[config.mk]
export PLATFORM = sky130hd
export DESIGN_NAME = instr_loader_flat
export DESIGN_NICKNAME = d
export VERILOG_FILES = /design/src/rtl/core_pkg.sv /design/src/rtl/instr_loader_if.sv /design/src/rtl/instr_loader.sv /design/src/flat_wrapper.sv
export SDC_FILE = /design/constraint.sdc
export NUM_CORES = 1
export LEC_CHECK = 0
export ABC_AREA = 0
export BUFFER_PORTS_ARGS = -buffer_cell sky130_fd_sc_hd__buf_2
export CORE_AREA = 3 3 106 108
export DETAILED_ROUTE_END_ITERATION = 7
export DIE_AREA = 0 0 109 111
export HOLD_SLACK_MARGIN = 0.12
export PLACE_DENSITY = 0.62
export SLEW_MARGIN = 30
export SYNTH_ARGS = -nofsm -noshare
export SYNTH_HDL_FRONTEND = slang
export SYNTH_SLANG_ARGS = --single-unit
[constraint.sdc]
create_clock -name i_clk -period 2.7 [get_ports i_clk]
set_input_delay 0.27 -clock i_clk [delete_from_list [all_inputs] [get_ports i_clk]]
set_output_delay 0.27 -clock i_clk [all_outputs]
set_load 0.02 [all_outputs]
[src/rtl/core_pkg.sv]
// Shared loader types and default instruction-bus geometry.
package core_pkg;

    localparam int unsigned INSTR_DATA_WIDTH = 32;
    localparam int unsigned INSTR_ADDR_WIDTH = 8;

    typedef enum logic [1:0] {
        IDLE  = 2'd0,
        LOAD  = 2'd1,
        FLUSH = 2'd2,
        RUN   = 2'd3
    } loader_state_t;

endpackage

[src/rtl/instr_loader_if.sv]
// Program-word source, core instruction bus and memory port seen by instr_loader.
interface instr_loader_if
    import core_pkg::*;
#(
    parameter int unsigned DATA_WIDTH = INSTR_DATA_WIDTH,
    parameter int unsigned ADDR_WIDTH = INSTR_ADDR_WIDTH
);
    logic                  i_start;
    logic                  i_word_valid;
    logic [DATA_WIDTH-1:0] i_word_data;
    logic                  i_word_last;
    logic                  o_word_ready;
    logic                  i_core_we;
    logic [ADDR_WIDTH-1:0] i_core_addr;
    logic [DATA_WIDTH-1:0] i_core_wdata;
    logic                  o_mem_we;
    logic [ADDR_WIDTH-1:0] o_mem_addr;
    logic [DATA_WIDTH-1:0] o_mem_wdata;
    logic                  o_core_rst_n;
    logic                  o_busy;
    logic                  o_done;
    logic                  o_overflow;
    logic [ADDR_WIDTH:0]   o_word_count;

    modport slave (
        input  i_start, i_word_valid, i_word_data, i_word_last,
        input  i_core_we, i_core_addr, i_core_wdata,
        output o_word_ready, o_mem_we, o_mem_addr, o_mem_wdata,
        output o_core_rst_n, o_busy, o_done, o_overflow, o_word_count
    );

    modport master (
        output i_start, i_word_valid, i_word_data, i_word_last,
        output i_core_we, i_core_addr, i_core_wdata,
        input  o_word_ready, o_mem_we, o_mem_addr, o_mem_wdata,
        input  o_core_rst_n, o_busy, o_done, o_overflow, o_word_count
    );
endinterface

[src/rtl/instr_loader.sv]
// Streams a program into instruction memory, then releases the core and hands
// the memory write port over to the core's instruction bus.
module instr_loader
    import core_pkg::*;
#(
    parameter int unsigned DATA_WIDTH = INSTR_DATA_WIDTH,
    parameter int unsigned ADDR_WIDTH = INSTR_ADDR_WIDTH,
    parameter int unsigned BASE_ADDR  = 0
) (
    input  logic          i_clk,
    input  logic          i_rst_n,
    instr_loader_if.slave bus
);
    localparam logic [ADDR_WIDTH-1:0] BASE    = ADDR_WIDTH'(BASE_ADDR);
    localparam logic [ADDR_WIDTH:0]   LAST_IX = {1'b0, {ADDR_WIDTH{1'b1}}};

    loader_state_t         state_q, state_d;
    logic [ADDR_WIDTH-1:0] addr_q, addr_d;
    logic [ADDR_WIDTH:0]   count_q, count_d;
    logic                  overflow_q, overflow_d;
    logic                  done_q, done_d;
    logic                  busy_q, busy_d;
    logic                  core_rst_n_q, core_rst_n_d;
    logic                  wr_we_q, wr_we_d;
    logic [ADDR_WIDTH-1:0] wr_addr_q, wr_addr_d;
    logic [DATA_WIDTH-1:0] wr_data_q, wr_data_d;

    always_comb begin
        state_d    = state_q;
        addr_d     = addr_q;
        count_d    = count_q;
        overflow_d = overflow_q;
        done_d     = done_q;
        wr_we_d    = 1'b0;
        wr_addr_d  = wr_addr_q;
        wr_data_d  = wr_data_q;

        case (state_q)
            IDLE, RUN: begin
                if (bus.i_start) begin
                    state_d    = LOAD;
                    addr_d     = BASE;
                    count_d    = '0;
                    overflow_d = 1'b0;
                    done_d     = 1'b0;
                end
            end
            LOAD: begin
                // Capture now, write next cycle; the final write lands in FLUSH.
                if (bus.i_word_valid) begin
                    wr_we_d   = 1'b1;
                    wr_addr_d = addr_q;
                    wr_data_d = bus.i_word_data;
                    addr_d    = addr_q + 1'b1;
                    count_d   = count_q + 1'b1;
                    if (bus.i_word_last || count_q == LAST_IX) begin
                        state_d    = FLUSH;
                        overflow_d = ~bus.i_word_last;
                    end
                end
            end
            FLUSH: begin
                state_d = RUN;
                done_d  = 1'b1;
            end
            default: state_d = IDLE;
        endcase

        busy_d       = (state_d == LOAD) || (state_d == FLUSH);
        core_rst_n_d = (state_d == RUN);
    end

    always_ff @(posedge i_clk) begin
        if (!i_rst_n) begin
            state_q      <= IDLE;
            addr_q       <= BASE;
            count_q      <= '0;
            overflow_q   <= 1'b0;
            done_q       <= 1'b0;
            busy_q       <= 1'b0;
            core_rst_n_q <= 1'b0;
            wr_we_q      <= 1'b0;
            wr_addr_q    <= '0;
            wr_data_q    <= '0;
        end else begin
            state_q      <= state_d;
            addr_q       <= addr_d;
            count_q      <= count_d;
            overflow_q   <= overflow_d;
            done_q       <= done_d;
            busy_q       <= busy_d;
            core_rst_n_q <= core_rst_n_d;
            wr_we_q      <= wr_we_d;
            wr_addr_q    <= wr_addr_d;
            wr_data_q    <= wr_data_d;
        end
    end

    assign bus.o_word_ready = (state_q == LOAD);
    assign bus.o_mem_we     = (state_q == RUN) ? bus.i_core_we    : wr_we_q;
    assign bus.o_mem_addr   = (state_q == RUN) ? bus.i_core_addr  : wr_addr_q;
    assign bus.o_mem_wdata  = (state_q == RUN) ? bus.i_core_wdata : wr_data_q;
    assign bus.o_core_rst_n = core_rst_n_q;
    assign bus.o_busy       = busy_q;
    assign bus.o_done       = done_q;
    assign bus.o_overflow   = overflow_q;
    assign bus.o_word_count = count_q;

endmodule

[src/flat_wrapper.sv]
// flat-port wrapper written by rule: the top's interface ports become plain ports
module instr_loader_flat import core_pkg::*;
#(
    parameter int unsigned DATA_WIDTH = INSTR_DATA_WIDTH,
    parameter int unsigned ADDR_WIDTH = INSTR_ADDR_WIDTH,
    parameter int unsigned BASE_ADDR  = 0
)
  (i_clk, i_rst_n, bus_i_start, bus_i_word_valid, bus_i_word_data, bus_i_word_last, bus_i_core_we, bus_i_core_addr, bus_i_core_wdata, bus_o_word_ready, bus_o_mem_we, bus_o_mem_addr, bus_o_mem_wdata, bus_o_core_rst_n, bus_o_busy, bus_o_done, bus_o_overflow, bus_o_word_count);
  instr_loader_if #(.DATA_WIDTH(DATA_WIDTH), .ADDR_WIDTH(ADDR_WIDTH)) bus_i ();
  input  logic i_clk;
  input  logic i_rst_n;
  input wire logic [$bits(bus_i.i_start)-1:0] bus_i_start;
  input wire logic [$bits(bus_i.i_word_valid)-1:0] bus_i_word_valid;
  input wire logic [$bits(bus_i.i_word_data)-1:0] bus_i_word_data;
  input wire logic [$bits(bus_i.i_word_last)-1:0] bus_i_word_last;
  input wire logic [$bits(bus_i.i_core_we)-1:0] bus_i_core_we;
  input wire logic [$bits(bus_i.i_core_addr)-1:0] bus_i_core_addr;
  input wire logic [$bits(bus_i.i_core_wdata)-1:0] bus_i_core_wdata;
  output wire logic [$bits(bus_i.o_word_ready)-1:0] bus_o_word_ready;
  output wire logic [$bits(bus_i.o_mem_we)-1:0] bus_o_mem_we;
  output wire logic [$bits(bus_i.o_mem_addr)-1:0] bus_o_mem_addr;
  output wire logic [$bits(bus_i.o_mem_wdata)-1:0] bus_o_mem_wdata;
  output wire logic [$bits(bus_i.o_core_rst_n)-1:0] bus_o_core_rst_n;
  output wire logic [$bits(bus_i.o_busy)-1:0] bus_o_busy;
  output wire logic [$bits(bus_i.o_done)-1:0] bus_o_done;
  output wire logic [$bits(bus_i.o_overflow)-1:0] bus_o_overflow;
  output wire logic [$bits(bus_i.o_word_count)-1:0] bus_o_word_count;
  assign bus_i.i_start = bus_i_start;
  assign bus_i.i_word_valid = bus_i_word_valid;
  assign bus_i.i_word_data = bus_i_word_data;
  assign bus_i.i_word_last = bus_i_word_last;
  assign bus_i.i_core_we = bus_i_core_we;
  assign bus_i.i_core_addr = bus_i_core_addr;
  assign bus_i.i_core_wdata = bus_i_core_wdata;
  assign bus_o_word_ready = bus_i.o_word_ready;
  assign bus_o_mem_we = bus_i.o_mem_we;
  assign bus_o_mem_addr = bus_i.o_mem_addr;
  assign bus_o_mem_wdata = bus_i.o_mem_wdata;
  assign bus_o_core_rst_n = bus_i.o_core_rst_n;
  assign bus_o_busy = bus_i.o_busy;
  assign bus_o_done = bus_i.o_done;
  assign bus_o_overflow = bus_i.o_overflow;
  assign bus_o_word_count = bus_i.o_word_count;
  instr_loader #(.DATA_WIDTH(DATA_WIDTH), .ADDR_WIDTH(ADDR_WIDTH), .BASE_ADDR(BASE_ADDR)) u_core (.i_clk(i_clk), .i_rst_n(i_rst_n), .bus(bus_i));
endmodule
# Yosys cells after proc, flatten, opt, wreduce, memory -nomap -nowiden
# Index checks and enable logic that the tools add are counted.
[totals]
regBits = 64
input_bits = 78
out_inout_bits = 55
word_cells = 53
[classes]
n_addsub = 2
eq_ne = 10
n_mux = 19
bitwise_logic = 1
n_reduce_logical = 11
[op_table]
columns = ["operator", "count"]
rows = [
  ["$mux 32", 1],
  ["$mux 8", 3],
  ["$mux 9", 2],
  ["$pmux 9 s2", 1],
  ["$pmux 8 s2", 1],
  ["$add 9x1->9 const B", 1],
  ["$eq 9x8->1 const B", 1],
  ["$add 8x1->8 const B", 1],
  ["$eq 2x2->1 const B", 4],
  ["$mux 2", 3],
  ["$pmux 2 s3", 1],
  ["$reduce_and 2->1", 3],
  ["$mux 1", 5],
  ["$eq 2x1->1 const B", 2],
  ["$ne 2x2->1 const B", 2],
  ["$pmux 1 s2", 2],
  ["$reduce_and 4->1", 1],
  ["$reduce_bool 2->1", 2],
  ["$reduce_and 3->1", 1],
  ["$logic_not 2->1", 1],
  ["$logic_or 1x1->1", 2],
  ["$ne 2x1->1 const B", 1],
  ["$reduce_or 2->1", 1],
  ["$not 1->1", 1],
]

# Logic depth before layout (Yosys ltp)
# Gate-level depths: netlist of the first run.
[depth]
depth_word = 7
depth_mapped = 9
ltp_nobuf = 9

# Least setup slack after synthesis of the first run
# Ideal clock, no wire load.
[synth_path]
kind = "reg-to-reg"
from = "reg u_core.count_q[2], in the netlist u_core.bus.o_word_count[2]"
to = "reg u_core.busy_q, in the netlist u_core.bus.o_busy"
setup_ns = 0.115
arrival_time_ns = 1.945
required_time_ns = 2.585
setup_slack_ns = 0.641
stages_incl_launch_ff = 10
path_buffers = 0
period_less_slack_ns = 2.059
cell_sequence = "dfxtp_1 and4_1 nand2_1 nor2_1 ha_1 o21a_1 nor2_1 o32a_1 ha_1 and2_1"
[synth_between]
elab_chain_len = 7
elab_cells_between_ends = 8
cone_classes = "eq/ne: 3; mux: 3; reduce/logical: 2"
[synth_rtl]
columns = ["element", "line_no", "rtl"]
rows = [
  ["start: declaration", "instr_loader.sv:19", "logic [ADDR_WIDTH:0] count_q, count_d;"],
  ["start signal: assignment", "instr_loader.sv:88", "count_q <= count_d;"],
  ["$eq 9x8->1 (*)", "instr_loader.sv:56", "if (bus.i_word_last || count_q == LAST_IX) begin"],
  ["$logic_or 1x1->1 (*)", "instr_loader.sv:56", ""],
  ["$mux 2 (*)", "instr_loader.sv:56", ""],
  ["$mux 2 (*)", "instr_loader.sv:50", "if (bus.i_word_valid) begin"],
  ["$pmux 2 s3 (*)", "instr_loader.sv:38", "case (state_q)"],
  ["via u_core.state_d[0]", "instr_loader.sv:17", "loader_state_t state_q, state_d;"],
  ["$eq 2x1->1 / $eq 2x2->1 (equally long branches)", "instr_loader.sv:69", "busy_d = (state_d == LOAD) || (state_d == FLUSH);"],
  ["$logic_or 1x1->1 (*)", "instr_loader.sv:69", ""],
  ["via u_core.busy_d", "instr_loader.sv:22", "logic busy_q, busy_d;"],
  ["end signal: assignment", "instr_loader.sv:91", "busy_q <= busy_d;"],
  ["end: declaration", "instr_loader.sv:22", ""],
]
# Mark *: on every way through the listed nets, which the timed path passes. The rest lies on a longest branch.
# A chain may end at the register's enable or synchronous reset.

# Worst setup path in the final report of the first run
[layout_path]
from = "reg u_core.state_q[0]"
to = "out bus_o_mem_wdata[1]"
[layout_between]
elab_chain_len = 2
[layout_rtl]
columns = ["element", "line_no", "rtl"]
rows = [
  ["start: declaration", "instr_loader.sv:17", ""],
  ["start signal: assignment", "instr_loader.sv:86", "state_q <= state_d;"],
  ["$eq 2x2->1", "instr_loader.sv:102", "assign bus.o_mem_wdata = (state_q == RUN) ? bus.i_core_wdata : wr_data_q;"],
  ["$mux 32", "instr_loader.sv:102", ""],
  ["end: declaration", "flat_wrapper.sv:22", "output wire logic [$bits(bus_i.o_mem_wdata)-1:0] bus_o_mem_wdata;"],
]
# Every way passes these cells.

==> flow_summary.toml, run 1 <==
[hold_path]
hp-class = "in2reg"
whs_path_depth = 3
hold_path_startpoint = "bus_i_word_data[16]"
min_to = "u_core.wr_data_q[16]$_SDFFE_PN0P_"

[drt]
dr.first_iter.drc_count = 147
wirelength_mm = 7.87
dr.pass1.iters = 4
routed_via_density = 4.58
drt_drc_violations_left = 0
detail-route-antenna-nets = 0
avgRoutedWirePerCell_um = 12.8
vias = 2807

[clock_tree]
root_buffer = "clkbuf_8"
cts-buffers-inserted = 9
clk_pin_slew_ns = 0.07
tritoncts = "yes"
cts_sinks = 64
cts_hold_buf = 0
cts_resized = 0
insertion_delay_ns = 0.33
cts_setup_buffers = 0
clk_path_buf_depth = 2
htree_levels = 3

[logic_synthesis]
synth_seq_cells = 64
synth.most_common_cell = "nand2_1"
yosysSeqAreaShare_pct = 41.4
avgSynthCellArea_um2 = 8.89
synth_edf_count = 0
synthTopCellsByArea = "dfxtp_1 41%, mux2_2 15%, nand2_1 10%"
synthCells = 348
synth_cell_type_count = 35
netlist_area_um2 = 3090
yosysTopAreaCell = "dfxtp_1"
synth_common_cells = "86 x nand2_1, 64 x dfxtp_1, 41 x mux2_2, 40 x a21boi_0, 19 x clkbuf_1"
yosys.area.top_type_share_pct = 41.4
async_flop_share_pct = 0
yosys_warnings = 0
synthesis.nets = 433
ys.flop_type = "dfxtp_1"

[timing]
maxSlewHeadroom_pct = 47.8
fmax_mhz = 452
drv_slew = 0
tightest_slew_ns = 0.782
finalClockSkew_ns = 0.00442
rsz0062_at_grt = "no"
hold_violations = 0
fin_tns_setup_ns = 0
setup_viol = 0
period_minus_slack_ns = 2.21
fin_crit_sh_pct = 82.0

[place]
gp_congestion = 0.776
dp.cells = 598
post-dp-hpwl_mm = 5.68
io_buffers = 132

[global_route]
grt_pass1_wl_mm = 12.5
gr-total-overflow = 0
grt_usage_pct = 12.7
grt_pass1_vias = 2671
grt_max_degree = 54
antenna_found_initial = 0

[power_and_ir_drop]
powerDensity_nw_per_um2 = 566
p_total_w = 0.00230
vdd_drop_max_v = 0.000241
p_leak_nw = 1.82

[final_layout]
num-nets-final = 558
syn_to_final_growth_pct = 31.5
fin_cells = 613
fill_cells = 1053
final_layout_size_suffix_gt1_share_pct = 41.1
n_antenna_cell = 0

[setup_path]
reg2regPathDepth = 6
criticalPathCategory = "reg2out"
cp-start-kind = "register"
cp_max_fo = 41
cp_data_required_time_ns = 2.43
reg2reg_to = "u_core.bus.o_busy$_SDFF_PN0_"
worst_setup_path_end_kind = "primary output"
r2r_start = "u_core.state_q[0]$_SDFF_PN0_"
rrSetupSlack_ns = 0.64
critPathArrivalTime_ns = 1.94

[flow_run]
drv_cap = 0

[floorplanning]
fp-row-count = 37
start_util_pct = 30.0
ioPinCount = 133
core-area_um2 = 10300
die_y_um = 111
die_area_um2 = 12100
die_w_um = 109

[status]
outcome = "complete, no violations"
==> critical path: stages, from the launching register on <==
cell and delay, ns:
dfxtp_1 0.41, ha_2 0.19, buf_4 0.44, mux2_2 0.40, buf_2 0.16
==> area by class of cell <==
| class | instances | area, um2 | area share, % |
|---|---|---|---|
| clock buffers | 11 | 141 | 3.47 |
| clock inverters | 4 | 45.0 | 1.11 |
| inverters | 3 | 11.3 | 0.277 |
| multi-input cells | 258 | 1710 | 42.0 |
| flip-flops and latches | 64 | 1280 | 31.5 |
| well taps | 136 | 170 | 4.18 |
| repair buffers | 137 | 711 | 17.5 |
==> cells by family (layout without fill, tap and decap cells) <==
family	count (synthesis)	count (layout)	synth area share [%]
XOR/XNOR	10	10	2.83
AO/OA/AOI/OAI	58	58	13.4
adder cells (fa/ha/maj)	7	7	2.83
AND/OR/NAND/NOR	140	140	20.4
buffers and inverters	26	155	3.40
flip-flops	64	64	41.4
multiplexers	43	43	15.7
==> worst max-delay path by stage <==
| stage | from | to | slack (ns) |
|---|---|---|---|
| 3_3_place_gp | u_core.bus.o_word_count[2]$_SDFFE_PN0P_ | u_core.bus.o_busy$_SDFF_PN0_ | 0.69 |
| 4_1_cts | u_core.state_q[0]$_SDFF_PN0_ | bus_o_mem_wdata[1] | 0.44 |
| 2_1_floorplan | u_core.bus.o_word_count[2]$_SDFFE_PN0P_ | u_core.bus.o_busy$_SDFF_PN0_ | 0.64 |
| 3_5_place_dp | u_core.state_q[0]$_SDFF_PN0_ | u_core.bus.o_busy$_SDFF_PN0_ | 0.65 |
| 6_report | u_core.state_q[0]$_SDFF_PN0_ | bus_o_mem_wdata[1] | 0.49 |
| 5_1_grt | u_core.state_q[0]$_SDFF_PN0_ | bus_o_mem_wdata[1] | 0.35 |
==> metal layers <==
| metal | track usage (%) | up-vias | part of all wire, % |
|---|---|---|---|
| met4 | 3.28 | 0 | 0.85 |
| met3 | 3.90 | 5 | 7.4 |
| met2 | 21.6 | 86 | 47 |
| met5 | 0 | - | 0 |
| li1 | - | 1444 | - |
| met1 | 15.5 | 1272 | 45 |
==> registers in the layout, summed over array words and instances (netlist names) <==
| signal | count |
|---|---|
| u_core.wr_data_q | 32 |
| u_core.bus.o_word_count | 9 |
| u_core.addr_q | 8 |
| u_core.wr_addr_q | 8 |
| u_core.state_q | 2 |
| u_core.bus.o_busy | 1 |
| u_core.bus.o_core_rst_n | 1 |
| u_core.bus.o_done | 1 |
| u_core.bus.o_overflow | 1 |
| u_core.wr_we_q | 1 |
==> where the power goes <==
part	switching [W]	internal, W	total [W]	leakage (nW)
combinational	0.000288	0.000200	0.000487	1.20
clock	0.000352	0.000442	0.000795	0.0989
sequential	0.0000284	0.000992	0.00102	0.519
==> per-stage QoR <==
step / hold WS (ns) / utilization, % / cell area, um2 / worst slack [ns]
global route: 0.172 / 39.4 / 4070 / 0.349
detailed placement: 0.460 / 37.6 / 3880 / 0.651
CTS: 0.167 / 39.4 / 4070 / 0.440
finish: 0.188 / 39.4 / 4070 / 0.487
global placement: 0.453 / 37.6 / 3880 / 0.692
floorplan: 0.415 / - / 3090 / 0.641
==> cells in the final DEF, fill, tap and decap left out, drive strengths merged <==
cell type	Yosys	final
o32a	1	1
nand3	6	6
nor2	14	14
nor4	2	2
o21ai	5	5
and2	6	6
nor3	4	4
mux2	42	42
a21oi	6	6
nand4	5	5
or4	1	1
buf	4	137
nand2	87	87
clkinv	0	3
or3	2	2
ha	7	7
bufinv	0	1
inv	3	3
nor4b	1	1
xnor2	4	4
o31ai	1	1
nor2b	7	7
o21a	1	1
and4	3	3
and3	1	1
clkbuf	19	11
o311a	1	1
or2b	1	1
a32oi	2	2
a21boi	40	40
mux2i	1	1
a31oi	1	1
xor2	6	6
dfxtp	64	64
Note: power is estimated with default switching activity, not from simulation.
==> run 2, diff against run 1 <==
--- a/config.mk
+++ b/config.mk
@@ -11,7 +11,7 @@
 export DETAILED_ROUTE_END_ITERATION = 7
 export DIE_AREA = 0 0 109 111
 export HOLD_SLACK_MARGIN = 0.12
-export PLACE_DENSITY = 0.62
+export PLACE_DENSITY = 0.64
 export SLEW_MARGIN = 30
 export SYNTH_ARGS = -nofsm -noshare
 export SYNTH_HDL_FRONTEND = slang
==> constraint.sdc (replaced) <==
create_clock -name i_clk -period 1.9 [get_ports i_clk]
set_input_delay 0.19 -clock i_clk [delete_from_list [all_inputs] [get_ports i_clk]]
set_output_delay 0.19 -clock i_clk [all_outputs]
set_load 0.02 [all_outputs]
==> flow_summary.toml, run 2 (same netlist as run 1, synthesis figures left out) <==
[status]
outcome = "finished with violations"
violations = "setup timing"

[global_route]
grt_pass1_vias = 3024
gr-total-overflow = 0
grt_usage_pct = 14.0
grt_max_degree = 31
antenna_found_initial = 0
grt_pass1_wl_mm = 13.8

[setup_path]
critPathTopFamily = "simple AND/OR/NAND/NOR gates"
criticalPathCategory = "reg2reg"
cp_common_cell = "ha_2"
cp.buffers_inverters = 0
cp-start-kind = "register"
cp_max_fo = 2
worst_setup_path_end_kind = "register"
critPathArrivalTime_ns = 2.19
cp_data_required_time_ns = 2.13
crit_chain = "and4_4, nand2_4, nor2_4, ha_2, o21a_1, nor2_1, o32a_1, ha_2, and2_4"
max_stage_delay_ns = 0.35
critPathSlowestCell = "dfxtp_4"

[floorplanning]
start_util_pct = 30.0
fp-row-count = 37
die_y_um = 111
die_w_um = 109
ioPinCount = 133
core-area_um2 = 10300
die_area_um2 = 12100

[timing]
fmax_mhz = 510
fin_crit_sh_pct = 103
finalClockSkew_ns = 0.00450
period_minus_slack_ns = 1.96
maxSlewHeadroom_pct = 71.4
drv_slew = 0
setup_slack_ns = -0.0614
hold_violations = 0
rsz0062_at_grt = "yes"
setup_viol = 1
tightest_slew_ns = 0.417

[hold_path]
hp-class = "in2reg"

[clock_tree]
insertion_delay_ns = 0.33
clk_path_buf_depth = 2
root_buffer = "clkbuf_8"
cts-buffers-inserted = 9
tritoncts = "yes"
clk_pin_slew_ns = 0.07
htree_levels = 3
cts_sinks = 64

[drt]
detail-route-antenna-nets = 0
dr.pass1.iters = 4
drt_drc_violations_left = 0
wl_met2_mm = 4.23
wl_met1_mm = 3.62
wirelength_mm = 8.52
vias = 3002
dr.first_iter.drc_count = 127
routed.top_layer = "met4"
routed_via_density = 4.53
avgRoutedWirePerCell_um = 12.9
wl_met3_um = 586

[power_and_ir_drop]
vdd_drop_max_v = 0.000450
powerDensity_nw_per_um2 = 749
p_leak_nw = 2.06

[place]
post-place-ws_ns = -0.0659
dp.cells = 611
gp_congestion = 0.768
post-dp-hpwl_mm = 5.93
io_buffers = 132

[final_layout]
num-nets-final = 606
final_cell_mix = "132 x buf_2, 84 x nand2_1, 56 x dfxtp_1"
final_layout_size_suffix_gt1_share_pct = 43.7
syn_to_final_growth_pct = 50.1
n_antenna_cell = 0
fin_cells = 662
largest_register_ffs = 32
top_register = "u_core.wr_data_q"
layout_commonest_cell = "buf_2"

[flow_run]
drv_cap = 0
run 2: cell count changes in the layout (fill, tap and decap cells not counted), moves of 3 or more:
| cell | previous run | this run |
|---|---|---|
| buf_4 | 4 | 19 |
| ha_1 | 6 | 1 |
| dlygate4sd3_1 | 0 | 32 |
| dfxtp_1 | 64 | 56 |
| ha_2 | 1 | 4 |
| dfxtp_4 | 0 | 6 |
run 2: cell type report:
| cell class | count | area, um2 |
|---|---|---|
| clock buffers | 14 | 174 |
| clock inverters | 2 | 35.0 |
| fillers | 1027 | 5680 |
| inverters | 3 | 11.3 |
| multi-input cells | 258 | 1770 |
| flip-flops and latches | 64 | 1310 |
| well taps | 136 | 170 |
| repair buffers | 185 | 1180 |
run 2: timing repair:
item,in CTS,in global routing
hold buffers,32,0
gates cloned,1,0
buffers inserted,0,2
resized for setup,5,11
setup endpoints to repair,46,27
endpoints found under the hold margin,32,0
pin swaps,1,2
run 2: metrics by stage:
stage	area (um2)	hold slack (ns)	util (%)	TNS [ns]	total power (W)
after detailed placement	4010	0.449	38.8	-0.0692	0.00220
after global placement	4010	0.441	38.8	-0.0243	0.00218
final	4640	0.190	45.0	-0.0614	0.00348
after floorplan	3120	0.335	-	-0.00270	0.00193
after global routing	4640	0.179	45.0	-1.60	0.00367
after CTS	4590	0.171	44.4	-0.0612	0.00350
run 2: path summary, 6_finish.rpt:
| kind | from | end | slack, ns | depth (start not counted) |
|---|---|---|---|---|
| setup / recovery | u_core.bus.o_word_count[5]$_SDFFE_PN0P_ | u_core.bus.o_busy$_SDFF_PN0_ | -0.06 | 9 |
| hold / removal | bus_i_word_valid | u_core.wr_we_q$_SDFF_PN0_ | 0.19 | 2 |
| setup reg to reg | u_core.bus.o_word_count[5]$_SDFFE_PN0P_ | u_core.bus.o_busy$_SDFF_PN0_ | -0.06 | 9 |
| hold reg to reg | u_core.wr_data_q[1]$_SDFFE_PN0P_ | u_core.wr_data_q[1]$_SDFFE_PN0P_ | 0.46 | 2 |
run 2: layer usage:
metal | up-vias | GRT usage, %
li1 | 1529 | -
met1 | 1362 | 16.1
met2 | 103 | 24.8
met3 | 8 | 4.02
met4 | 0 | 4.12
met5 | - | 0
run 2: report_power, final:
part | leakage [nW] | internal (W) | switching (W)
Sequential | 0.524 | 0.00140 | 0.0000421
Clock | 0.106 | 0.000722 | 0.000493
Combinational | 1.43 | 0.000380 | 0.000435
Total | 2.06 | 0.00251 | 0.000970
